===== config.mk =====
export PLATFORM = sky130hd
export DESIGN_NAME = path_delay_meter
export DESIGN_NICKNAME = d
export VERILOG_FILES = /design/src/rtl/path_delay_meter.sv
export SDC_FILE = /design/constraint.sdc
export NUM_CORES = 1
export LEC_CHECK = 0
export BUFFER_PORTS_ARGS = -buffer_cell sky130_fd_sc_hd__buf_2
export CAP_MARGIN = 10
export CORE_UTILIZATION = 55
export CTS_BUF_LIST = sky130_fd_sc_hd__clkbuf_8
export CTS_CLUSTER_DIAMETER = 100
export DETAILED_ROUTE_END_ITERATION = 10
export GPL_TIMING_DRIVEN = 1
export PLACE_DENSITY_LB_ADDON = 0.2
export SETUP_SLACK_MARGIN = 0.5
export SLEW_MARGIN = 20
export SYNTH_ARGS = -nofsm -noshare
export SYNTH_HDL_FRONTEND = slang
export SYNTH_SLANG_ARGS = --single-unit

===== constraint.sdc =====
create_clock -name clk -period 2.2 [get_ports clk]
set_input_delay 0.11 -clock clk [delete_from_list [all_inputs] [get_ports clk]]
set_output_delay 0.11 -clock clk [all_outputs]
set_load 0.005 [all_outputs]

===== src/rtl/path_delay_meter.sv =====
// Measures the round-trip delay of an external path by launching alternating edges
// and counting synchronized clock cycles until the edge returns, over TRIALS launches.
module path_delay_meter #(
  parameter int TRIALS  = 16,
  parameter int TIMEOUT = 1023,
  parameter int SETTLE  = 8,
  parameter int CNT_W   = 10,
  parameter int SUM_W   = 18
) (
  input  logic             clk,
  input  logic             rst,
  input  logic             start,
  input  logic             path_result,
  output logic             path_launch,
  output logic             busy,
  output logic             done,
  output logic             timeout_err,
  output logic [SUM_W-1:0] delay_sum,
  output logic [CNT_W-1:0] delay_min,
  output logic [CNT_W-1:0] delay_max
);

  localparam int SET_W = (SETTLE > 1) ? $clog2(SETTLE) : 1;

  typedef enum logic [2:0] {
    ST_IDLE    = 3'd0,
    ST_SETTLE  = 3'd1,
    ST_LAUNCH  = 3'd2,
    ST_MEASURE = 3'd3,
    ST_ACCUM   = 3'd4,
    ST_DONE    = 3'd5
  } state_t;

  state_t             state_q, state_d;
  logic               sync_meta_q, sync_meta_d;
  logic               sync_result_q, sync_result_d;
  logic               launch_q, launch_d;
  logic               busy_q, busy_d;
  logic               done_q, done_d;
  logic               terr_q, terr_d;
  logic [SUM_W-1:0]   sum_q, sum_d;
  logic [CNT_W-1:0]   min_q, min_d;
  logic [CNT_W-1:0]   max_q, max_d;
  logic [CNT_W-1:0]   cnt_q, cnt_d;
  logic [7:0]         trial_q, trial_d;
  logic [SET_W-1:0]   settle_q, settle_d;
  logic [SUM_W:0]     sum_ext_s;

  always_comb begin
    state_d       = state_q;
    sync_meta_d   = path_result;
    sync_result_d = sync_meta_q;
    launch_d      = launch_q;
    terr_d        = terr_q;
    sum_d         = sum_q;
    min_d         = min_q;
    max_d         = max_q;
    cnt_d         = cnt_q;
    trial_d       = trial_q;
    settle_d      = settle_q;
    sum_ext_s     = {1'b0, sum_q} + {{(SUM_W + 1 - CNT_W){1'b0}}, cnt_q};

    case (state_q)
      ST_IDLE: begin
        if (start) begin
          state_d  = ST_SETTLE;
          sum_d    = '0;
          max_d    = '0;
          min_d    = '1;
          terr_d   = 1'b0;
          trial_d  = 8'd0;
          settle_d = '0;
        end
      end
      ST_SETTLE: begin
        if (settle_q == SET_W'(SETTLE - 1)) begin
          state_d = ST_LAUNCH;
        end else begin
          settle_d = settle_q + SET_W'(1);
        end
      end
      ST_LAUNCH: begin
        launch_d = ~launch_q;
        cnt_d    = '0;
        state_d  = ST_MEASURE;
      end
      ST_MEASURE: begin
        // cnt_q is left untouched on a match so ACCUM sees the latched count
        if (sync_result_q == launch_q) begin
          state_d = ST_ACCUM;
        end else if (cnt_q == CNT_W'(TIMEOUT)) begin
          terr_d  = 1'b1;
          state_d = ST_DONE;
        end else begin
          cnt_d = cnt_q + CNT_W'(1);
        end
      end
      ST_ACCUM: begin
        sum_d   = sum_ext_s[SUM_W] ? '1 : sum_ext_s[SUM_W-1:0];
        min_d   = (cnt_q < min_q) ? cnt_q : min_q;
        max_d   = (cnt_q > max_q) ? cnt_q : max_q;
        trial_d = trial_q + 8'd1;
        if ((trial_q + 8'd1) == 8'(TRIALS)) begin
          state_d = ST_DONE;
        end else begin
          settle_d = '0;
          state_d  = ST_SETTLE;
        end
      end
      ST_DONE: begin
        state_d = ST_IDLE;
      end
      default: begin
        state_d = ST_IDLE;
      end
    endcase

    // busy/done are registered, so they are derived from the state being entered
    busy_d = (state_d != ST_IDLE) && (state_d != ST_DONE);
    done_d = (state_d == ST_DONE);
  end

  always_ff @(posedge clk) begin
    if (rst) begin
      state_q       <= ST_IDLE;
      sync_meta_q   <= 1'b0;
      sync_result_q <= 1'b0;
      launch_q      <= 1'b0;
      busy_q        <= 1'b0;
      done_q        <= 1'b0;
      terr_q        <= 1'b0;
      sum_q         <= '0;
      min_q         <= '0;
      max_q         <= '0;
      cnt_q         <= '0;
      trial_q       <= 8'd0;
      settle_q      <= '0;
    end else begin
      state_q       <= state_d;
      sync_meta_q   <= sync_meta_d;
      sync_result_q <= sync_result_d;
      launch_q      <= launch_d;
      busy_q        <= busy_d;
      done_q        <= done_d;
      terr_q        <= terr_d;
      sum_q         <= sum_d;
      min_q         <= min_d;
      max_q         <= max_d;
      cnt_q         <= cnt_d;
      trial_q       <= trial_d;
      settle_q      <= settle_d;
    end
  end

  assign path_launch = launch_q;
  assign busy        = busy_q;
  assign done        = done_q;
  assign timeout_err = terr_q;
  assign delay_sum   = sum_q;
  assign delay_min   = min_q;
  assign delay_max   = max_q;

endmodule


======== Word-level counts from Yosys, hierarchy flattened ========
Index checks and enable logic that the tools add are counted.
operators by class
  eq/ne operators ......................... 18
  add/sub/neg operators ................... 4
  reduce and logical (&&, ||, !) cells .... 13
  bitwise logic cells ..................... 1
  $lt $le $gt $ge ......................... 2
  multiplexer cells ....................... 28
operator list
  kind                                                                    number
  10-bit 2-to-1 mux                                                       6
  10-bit case mux with 2 select lines                                     3
  18-bit 2-to-1 mux                                                       2
  18-bit case mux with 2 select lines                                     1
  3-bit 2-to-1 mux                                                        8
  18-bit by 10-bit adder with 19-bit output                               1
  2-bit != test (second input constant)                                   8
  8-bit case mux with 2 select lines                                      1
  3-bit case mux with 5 select lines                                      1
  10-bit by 1-bit adder with 10-bit output (second input constant)        1
  10-bit equality test (second input constant)                            1
  10-bit greater-than comparator                                          1
  10-bit < comparator                                                     1
  3-bit equality test (second input constant)                             3
  3-bit case mux with 3 select lines                                      1
  3-bit AND reduction                                                     3
  8-bit by 1-bit adder with 8-bit output (second input constant)          1
  8-bit by 5-bit equality test with 1-bit output (second input constant)  1
  8-bit 2-to-1 mux                                                        1
  4-bit AND reduction                                                     2
  3-bit by 2-bit equality test with 1-bit output (second input constant)  2
  2-bit nonzero test                                                      3
  3-bit nonzero test                                                      2
  3-bit by 1-bit adder with 3-bit output (second input constant)          1
  9 further kinds                                                         11
word-level totals
  output and inout bits ................... 42
  bits in registers ....................... 68
  input port bits ......................... 4

======== Logic depth before layout (Yosys ltp) ========
Gate-level depths: netlist of the first run.
  depth after elaboration ................. 6
  depth in mapped cells ................... 11
  gate-level depth less buffers ........... 9

======== Worst setup path before layout of the first run ========
OpenSTA, ideal clock, no wires.
  path type ............................... register -> register
  from .................................... reg sum_q[0] (netlist: delay_sum[0])
  to ...................................... reg sum_q[16] (netlist: delay_sum[16])
  period minus slack after synthesis ...... 2.267 ns
  data arrival time ....................... 2.152 ns
  buffers on the path ..................... 0
  slack ................................... -0.067 ns
  stages on the path, launching flop included .. 10
  cell sequence ........................... dfxtp_1 > ha_1 > fa_1 > a211oi_1 > o2111ai_1 > nand3_1 > nor2_1 > nand4_1 > mux2_2 > and3_1
between the ends
  cells in the longest elaborated chain, start to end .. 3
RTL lines
  element                                    RTL line  text
  start, declared                            41        logic [SUM_W-1:0] sum_q, sum_d;
  start signal, assigned                     146       sum_q <= sum_d;
  18-bit by 10-bit adder with 19-bit output  61        sum_ext_s = {1'b0, sum_q} + {{(SUM_W + 1 - CNT_W){1'b0}}, cnt_q};
  18-bit 2-to-1 mux                          99        sum_d = sum_ext_s[SUM_W] ? '1 : sum_ext_s[SUM_W-1:0];
  18-bit case mux with 2 select lines        63        case (state_q)
Every way passes these cells.
A chain may end at the register's enable or synchronous reset.

======== Worst setup path in the final report of the first run ========
  from .................................... reg cnt_q[0]
  to ...................................... reg sum_q[8] (netlist: delay_sum[8])
between the ends
  cells in the longest elaborated chain, start to end .. 3
RTL lines
  element                                    RTL line  text
  start, declared                            44        logic [CNT_W-1:0] cnt_q, cnt_d;
  start signal, assigned                     149       cnt_q <= cnt_d;
  18-bit by 10-bit adder with 19-bit output  61
  18-bit 2-to-1 mux                          99
  18-bit case mux with 2 select lines        63
Every way passes these cells.

==> results of run 1 <==
==> registers in the layout, summed over array words and instances (netlist names) <==
register	flops
timeout_err	1
busy	1
sync_meta_q	1
done	1
cnt_q	10
settle_q	3
delay_max	10
path_launch	1
trial_q	8
delay_sum	18
sync_result_q	1
state_q	3
delay_min	10
==> through the flow <==
stage / area [µm²] / setup WS (ns) / total power, mW / TNS [ns] / util
floorplan: 4250 / 0.122 / 1.42 / 0 / -
global placement: 4720 / -0.0126 / 1.47 / -0.0126 / 0.683
detailed placement: 4720 / -0.0873 / 1.48 / -0.110 / 0.683
CTS: 5240 / 0.000350 / 2.36 / 0 / 0.759
global route: 5790 / -0.142 / 2.50 / -1.48 / 0.838
finish: 5790 / -0.0821 / 2.41 / -0.347 / 0.838
==> layout by cell type, fill, tap and decap left out, drive strengths merged, types with 3 or more instances in the layout <==
| cell type | synthesis | routed |
|---|---|---|
| o21ai | 29 | 29 |
| nand2 | 26 | 26 |
| clkbuf | 16 | 12 |
| and4 | 4 | 4 |
| or3 | 6 | 6 |
| clkinv | 1 | 3 |
| ha | 34 | 34 |
| dfxtp | 68 | 68 |
| nand2b | 7 | 7 |
| a211oi | 11 | 11 |
| a31oi | 6 | 6 |
| a22oi | 3 | 3 |
| nand4 | 19 | 19 |
| nand3 | 16 | 16 |
| nor2 | 51 | 51 |
| inv | 20 | 24 |
| xor2 | 13 | 13 |
| buf | 7 | 122 |
| a21o | 9 | 9 |
| o311a | 10 | 10 |
| nor2b | 7 | 7 |
| and3 | 4 | 4 |
| a21oi | 35 | 35 |
| a31o | 4 | 4 |
| mux2 | 3 | 3 |
| nor3 | 16 | 16 |
| xnor2 | 6 | 6 |
| and2 | 4 | 4 |
| nand3b | 4 | 4 |
| o21a | 3 | 3 |
| o31ai | 9 | 9 |
==> power breakdown <==
group | internal, mW | switching [mW] | total [mW]
registers | 1.24 | 0.0120 | 1.25
logic | 0.109 | 0.141 | 0.250
clock network | 0.420 | 0.486 | 0.906
==> per-layer routing <==
layer / wire length (µm) / track usage
met5: 0 / 0
met4: 650 / 0.171
met3: 888 / 0.0569
met2: 6730 / 0.511
met1: 5350 / 0.389
==> layout make-up <==
cell class                 count  area (µm²)
sequential                    68        1420
inverter                      21        81.3
tap                           96         120
timing repair buffer         125         948
multi-input combinational    365        3060
fill                         409        1120
clock buffer                  10         138
clock inverter                 6        25.0
==> logic make-up after synthesis <==
| kind of cell | Yosys count | share of synthesized area |
|---|---|---|
| adder cells (fa/ha/maj) | 35 | 0.111 |
| XOR/XNOR | 19 | 0.0415 |
| multiplexers | 5 | 0.0134 |
| AO/OA/AOI/OAI | 136 | 0.232 |
| AND/OR/NAND/NOR | 169 | 0.216 |
| buffers and inverters | 44 | 0.0465 |
| flip-flops | 68 | 0.339 |
==> worst max-delay path, stage by stage, from the launching register on <==
cell,delay [ns]
sky130_fd_sc_hd__dfxtp_4,0.36
sky130_fd_sc_hd__ha_4,0.16
sky130_fd_sc_hd__fa_2,0.37
sky130_fd_sc_hd__a211oi_4,0.29
sky130_fd_sc_hd__nor2_2,0.09
sky130_fd_sc_hd__o21a_1,0.19
sky130_fd_sc_hd__o41a_1,0.32
sky130_fd_sc_hd__xor2_1,0.15
sky130_fd_sc_hd__o21ai_1,0.16
sky130_fd_sc_hd__nand2_1,0.07
==> how the worst max path moves through the flow <==
stage	start	end	slack [ns]	cells after the start
after CTS	trial_q[0]	busy	0.0003	8
final	cnt_q[0]	delay_sum[8]	-0.08	9
after detailed placement	cnt_q[6]	delay_max[0]	-0.09	7
after global placement	cnt_q[6]	delay_max[0]	-0.01	7
after global routing	cnt_q[9]	delay_max[0]	-0.14	10
after floorplan	cnt_q[0]	delay_sum[16]	0.12	9
==> repair_timing <==
item,4_1_cts,5_1_grt
setup endpoints to repair,54,55
hold endpoints to repair,1,0
cloned,1,2
hold buffers,1,0
setup buffers,22,25
pin swaps,36,50
resized for setup,45,71
==> summary.md, run 1 <==
| Metric | Value |
|---|---|
| Result of the run | `finished, violations left` |
| Violated checks | `negative setup slack` |
| Clk_lat worst skew | `0.35 ns` |
| Aggregate global routing overflow | `0` |
| Leak pwr | `2.42 nW` |
| Post-route DRC violation count | `0` |
| IO Port Bufs | `45` |
| Capturing element type of the critical path | `flop` |
| Minimum setup slack among reg-to-reg paths | `-0.08 ns` |
| Top post-synthesis cells by area | `sky130_fd_sc_hd__dfxtp_1 (34%), sky130_fd_sc_hd__ha_1 (11%), sky130_fd_sc_hd__nor2_1 (4.7%)` |
| Total iterations of the first detailed-routing run | `5` |
| Gr usage total | `0.313` |
| Number of enable-type register cells in the synthesized netlist | `0` |
| End point of the most critical hold path | `state_q[1]` |
| Arrival time worst endpoint | `2.53 ns` |
| Count leader, synth | `sky130_fd_sc_hd__dfxtp_1` |
| Clock tree from TritonCTS | `done` |
| Startpoint-to-endpoint class of the critical path | `reg2reg` |
| Total power per unit cell area | `416 nW/µm²` |
| Final antenna-violating net count | `0` |
| Highest attainable clock frequency | `438 MHz` |
| Max-cap violations | `0` |
| Antenna violations before repair | `0` |
| Number of hold violations in the final report | `0` |
| Number of cells in the finished layout apart from fillers | `691` |
| Horiz. Die Dim | `87.4 µm` |
| Die area | `7640 µm²` |
| Part of the Yosys area used for sequential elements | `0.339` |
| Share of the cycle needed by the critical path after routing | `1.04` |
| Worst ir drop on vdd | `0.373 mV` |
| Core Footprint | `6910 µm²` |
| Vias per cell | `6.36` |
| Synthesized netlist cell count | `476` |
| Global placement routability congestion | `0.904` |
| Die H | `87.4 µm` |
| Worst R2R End | `delay_sum[8]` |
| Final-stage net count | `629` |
| Proportion of netlist area held by the largest area contributor | `0.339` |
| H-tree Lvls | `3` |
| CTS Buffer Depth | `2` |
| Vias in the first global route | `3900` |
| Clock Pin Slew Worst Setup and Hold Paths | `0.07 ns` |
| R2R depth | `9` |
| Clock Skew | `0.00689 ns` |
| HPWL reported at the end of detailed placement | `7260 µm` |
| Clk sink count | `68` |
| Post-layout minimum cycle time | `2.28 ns` |
| Initial cell density of the core | `0.581` |
| Count of final max-slew check failures | `0` |
| Unique masters post-synth | `59` |
| Critical path fanouts, max | `2` |
| CTS Root Buffer Type | `sky130_fd_sc_hd__clkbuf_8` |
| Hold Path Cell Cnt | `2` |
| Origin of the critical flop-to-flop path | `cnt_q[0]` |
| Final setup violation count | `11` |
| Combined area of all synthesized cells | `4010 µm²` |
| Leading cell types by count after synthesis | `sky130_fd_sc_hd__dfxtp_1 (68), sky130_fd_sc_hd__nor2_1 (50), sky130_fd_sc_hd__a21oi_1 (35)` |
| Maximum number of pins on one net before global-route repair | `27` |
| First-pass GRT wire length | `18500 µm` |
| Post-synthesis average cell area | `8.43 µm²` |
| Transition time at the pin with the least slew margin | `0.509 ns` |
| Total routed wirelength | `13600 µm` |
| Path type of the worst min-delay path | `in2reg` |
| Most used flip-flop cell after synthesis | `sky130_fd_sc_hd__dfxtp_1` |
| Starting DRC count in detailed routing | `358` |
| Cell accounting for the most synthesized area | `sky130_fd_sc_hd__dfxtp_1` |
| Post-synthesis net count | `515` |
| Num CTS Buffers | `9` |
| Min-delay src | `rst` |
| Antenna fix cells | `0` |
| Top-Level Pins | `46` |
| Ratio of cells with drive above 1 in the final layout | `0.437` |
| Vias after detailed routing | `4392` |
| Routed wire length per instance | `19.7 µm` |
| Headroom to the max-slew limit | `0.659` |
| Worst path required time | `2.44 ns` |
| Area grow syn2layout | `44.2%` |
| Number of synthesized register bits | `68` |
| Min Hold Slack | `0.195 ns` |
| Share of synthesized flip-flops with an asynchronous set or reset | `0` |
| Warnings, synthesis | `0` |
| Setup slack of the critical path after layout | `-0.0821 ns` |
| CP startpoint kind | `flop` |
| Post-Place Cells | `624` |
| Unrepaired setup endpoints after global routing | `yes` |
| Placement Rows | `30` |
No activity file was read; power rests on OpenSTA's default activity.
==> inputs of run 2 (changes only) <==
- CORE_UTILIZATION: 55 -> 53
- CTS_BUF_LIST: sky130_fd_sc_hd__clkbuf_8 -> default
==> summary.md, run 2 (synthesized netlist as in run 1, its figures left out) <==
| Metric | Value |
|---|---|
| Antenna violations before repair | `0 (unchanged)` |
| Final-stage net count | `631 (+0.32%)` |
| Placement-stage cell area | `4700 µm² (-0.34%)` |
| Headroom to the max-slew limit | `0.574 (-0.0849)` |
| Capturing element type of the critical path | `flop` |
| Clock Skew | `0.00954 ns (+0.00265 ns)` |
| H-tree Lvls | `3 (unchanged)` |
| Clock Pin Slew Worst Setup and Hold Paths | `0.07 ns (about the same)` |
| Setup slack of the critical path after layout | `-0.00998 ns (+0.0722 ns)` |
| Post-route DRC violation count | `0 (unchanged)` |
| Clock tree from TritonCTS | `done` |
| CTS Root Buffer Type | `sky130_fd_sc_hd__clkbuf_8` |
| HPWL reported at the end of detailed placement | `7150 µm (-1.6%)` |
| Final standard cell utilization of the core | `0.794 (-0.0441)` |
| Most frequent cells in the layout | `sky130_fd_sc_hd__buf_4 (61), sky130_fd_sc_hd__buf_2 (45), sky130_fd_sc_hd__dfxtp_1 (41), sky130_fd_sc_hd__nor2_1 (40), sky130_fd_sc_hd__a21oi_1 (25)` |
| First-pass GRT wire length | `19100 µm (+3.2%)` |
| Leak pwr | `2.36 nW (-2.3%)` |
| Aggregate global routing overflow | `0 (unchanged)` |
| Gr usage total | `0.317 (+0.00426)` |
| Horiz. Die Dim | `89.0 µm (+1.8%)` |
| Arrival time worst endpoint | `2.45 ns (-0.08 ns)` |
| Unrepaired setup endpoints after global routing | `yes` |
| Maximum number of pins on one net before global-route repair | `48 (+78%)` |
| Worst path required time | `2.44 ns (about the same)` |
| Vias per cell | `6.12 (-3.7%)` |
| Die H | `89.0 µm (+1.8%)` |
| Beginning of the critical path | `cnt_q[0]` |
| Dpl ws | `-0.106 ns (-0.0189 ns)` |
| Count of final max-slew check failures | `0 (unchanged)` |
| Vias in the first global route | `3967 (+1.7%)` |
| Num CTS Buffers | `9 (unchanged)` |
| Max-cap violations | `0 (unchanged)` |
| Core Footprint | `7290 µm² (+5.6%)` |
| Violated checks | `negative setup slack` |
| Final antenna-violating net count | `0 (unchanged)` |
| Starting DRC count in detailed routing | `189 (-47%)` |
| Worst ir drop on vdd | `0.356 mV (-4.7%)` |
| Clk_lat worst skew | `0.35 ns (about the same)` |
| Final setup violation count | `1 (-10)` |
| Startpoint-to-endpoint class of the critical path | `reg2reg` |
| Top-Level Pins | `46 (unchanged)` |
| Routed wire length per instance | `18.5 µm (-5.9%)` |
| Path type of the worst min-delay path | `in2reg` |
| CP startpoint kind | `flop` |
| Total iterations of the first detailed-routing run | `5 (unchanged)` |
| Total power per unit cell area | `414 nW/µm² (-0.68%)` |
| Number of hold violations in the final report | `0 (unchanged)` |
| Worst setup path endpoint | `delay_sum[16]` |
| Vias after detailed routing | `4262 (-3.0%)` |
| Initial cell density of the core | `0.550 (-0.0307)` |
| Global placement routability congestion | `0.911 (+0.80%)` |
| Total routed wirelength | `12900 µm (-5.2%)` |
| Post-layout minimum cycle time | `2.21 ns (-0.0722 ns)` |
| Summed area of non-filler cells in the final layout | `5790 µm² (about the same)` |
| Ratio of cells with drive above 1 in the final layout | `0.439 (+0.00189)` |
| Area grow syn2layout | `44.3% (about the same)` |
| Worst R2R End | `delay_sum[16]` |
| Transition time at the pin with the least slew margin | `0.635 ns (+0.127 ns)` |
| Result of the run | `finished, violations left` |
| Highest attainable clock frequency | `452 MHz (+3.3%)` |
| Hold Path Cell Cnt | `5 (+3)` |
| Most common cell after layout, fill and taps aside | `sky130_fd_sc_hd__buf_4` |
| Number of flip-flops in the largest register | `18 (unchanged)` |
| R2R depth | `9 (unchanged)` |
| Share of the cycle needed by the critical path after routing | `1.00 (-0.0328)` |
| Antenna fix cells | `0 (unchanged)` |
| Origin of the critical flop-to-flop path | `cnt_q[0]` |
| Minimum setup slack among reg-to-reg paths | `-0.01 ns (+0.07 ns)` |
| Placement Rows | `31 (+3.3%)` |
| Clk sink count | `68 (unchanged)` |
| CTS Buffer Depth | `2 (unchanged)` |
| Die area | `7920 µm² (+3.7%)` |
| Critical path fanouts, max | `4 (+2)` |
| IO Port Bufs | `45 (unchanged)` |
run 2: worst min-delay path by stage:
stage | slack, ns | startpoint | to
global placement | 0.33 | path_result | sync_meta_q
detailed placement | 0.33 | path_result | sync_meta_q
global route | 0.41 | start | delay_sum[8]
floorplan | 0.24 | path_result | sync_meta_q
finish | 0.38 | start | delay_sum[8]
CTS | 0.31 | start | delay_sum[4]
run 2: per-layer routing:
| metal | track usage | wire (µm) | vias to the layer above |
|---|---|---|---|
| li1 | - | - | 1997 |
| met1 | 0.398 | 5440 | 2038 |
| met5 | 0 | 0 | - |
| met4 | 0.159 | 478 | 0 |
| met3 | 0.0425 | 715 | 51 |
| met2 | 0.537 | 6270 | 176 |
run 2: cell type report:
class                           count  area, µm²
Clock buffer                       14        153
Clock inverter                      2       10.0
Fill cell                         476       1510
Inverter                           21       81.3
Multi-Input combinational cell    365       3080
Sequential cell                    68       1420
Tap cell                           99        124
Timing Repair Buffer              127        918
run 2: critical path, stage by stage (launching register included):
cell and delay [ns]:
sky130_fd_sc_hd__dfxtp_4 0.37, sky130_fd_sc_hd__ha_4 0.17, sky130_fd_sc_hd__fa_2 0.37, sky130_fd_sc_hd__a211oi_2 0.23, sky130_fd_sc_hd__o2111ai_1 0.15, sky130_fd_sc_hd__nand3_2 0.16
sky130_fd_sc_hd__nor2_2 0.07, sky130_fd_sc_hd__nand4_1 0.11, sky130_fd_sc_hd__mux2_4 0.30, sky130_fd_sc_hd__and3_1 0.17
run 2: metrics by stage:
stage | TNS [ns] | hold slack, ns | power (mW) | std cells
after CTS | 0 | 0.310 | 2.38 | 685
final | -0.00998 | 0.377 | 2.39 | 696
after global placement | -0.0483 | 0.327 | 1.48 | 626
after global routing | -0.203 | 0.406 | 2.48 | 696
after detailed placement | -0.350 | 0.328 | 1.48 | 626
after floorplan | 0 | 0.238 | 1.42 | 476
run 2: power breakdown:
| group | total (mW) | internal, mW | switching, mW |
|---|---|---|---|
| clock | 0.905 | 0.439 | 0.466 |
| combinational | 0.234 | 0.0975 | 0.137 |
| sequential | 1.25 | 1.24 | 0.0134 |
| total | 2.39 | 1.78 | 0.616 |
run 2: timing repair:
| action | 4_1_cts | 5_1_grt |
|---|---|---|
| cloned | 2 | 0 |
| resized for setup | 67 | 55 |
| hold buffers | 1 | 0 |
| buffers inserted | 40 | 11 |
| pin swaps | 53 | 25 |
| endpoints found under the setup margin | 54 | 56 |
| hold endpoints to repair | 1 | 0 |
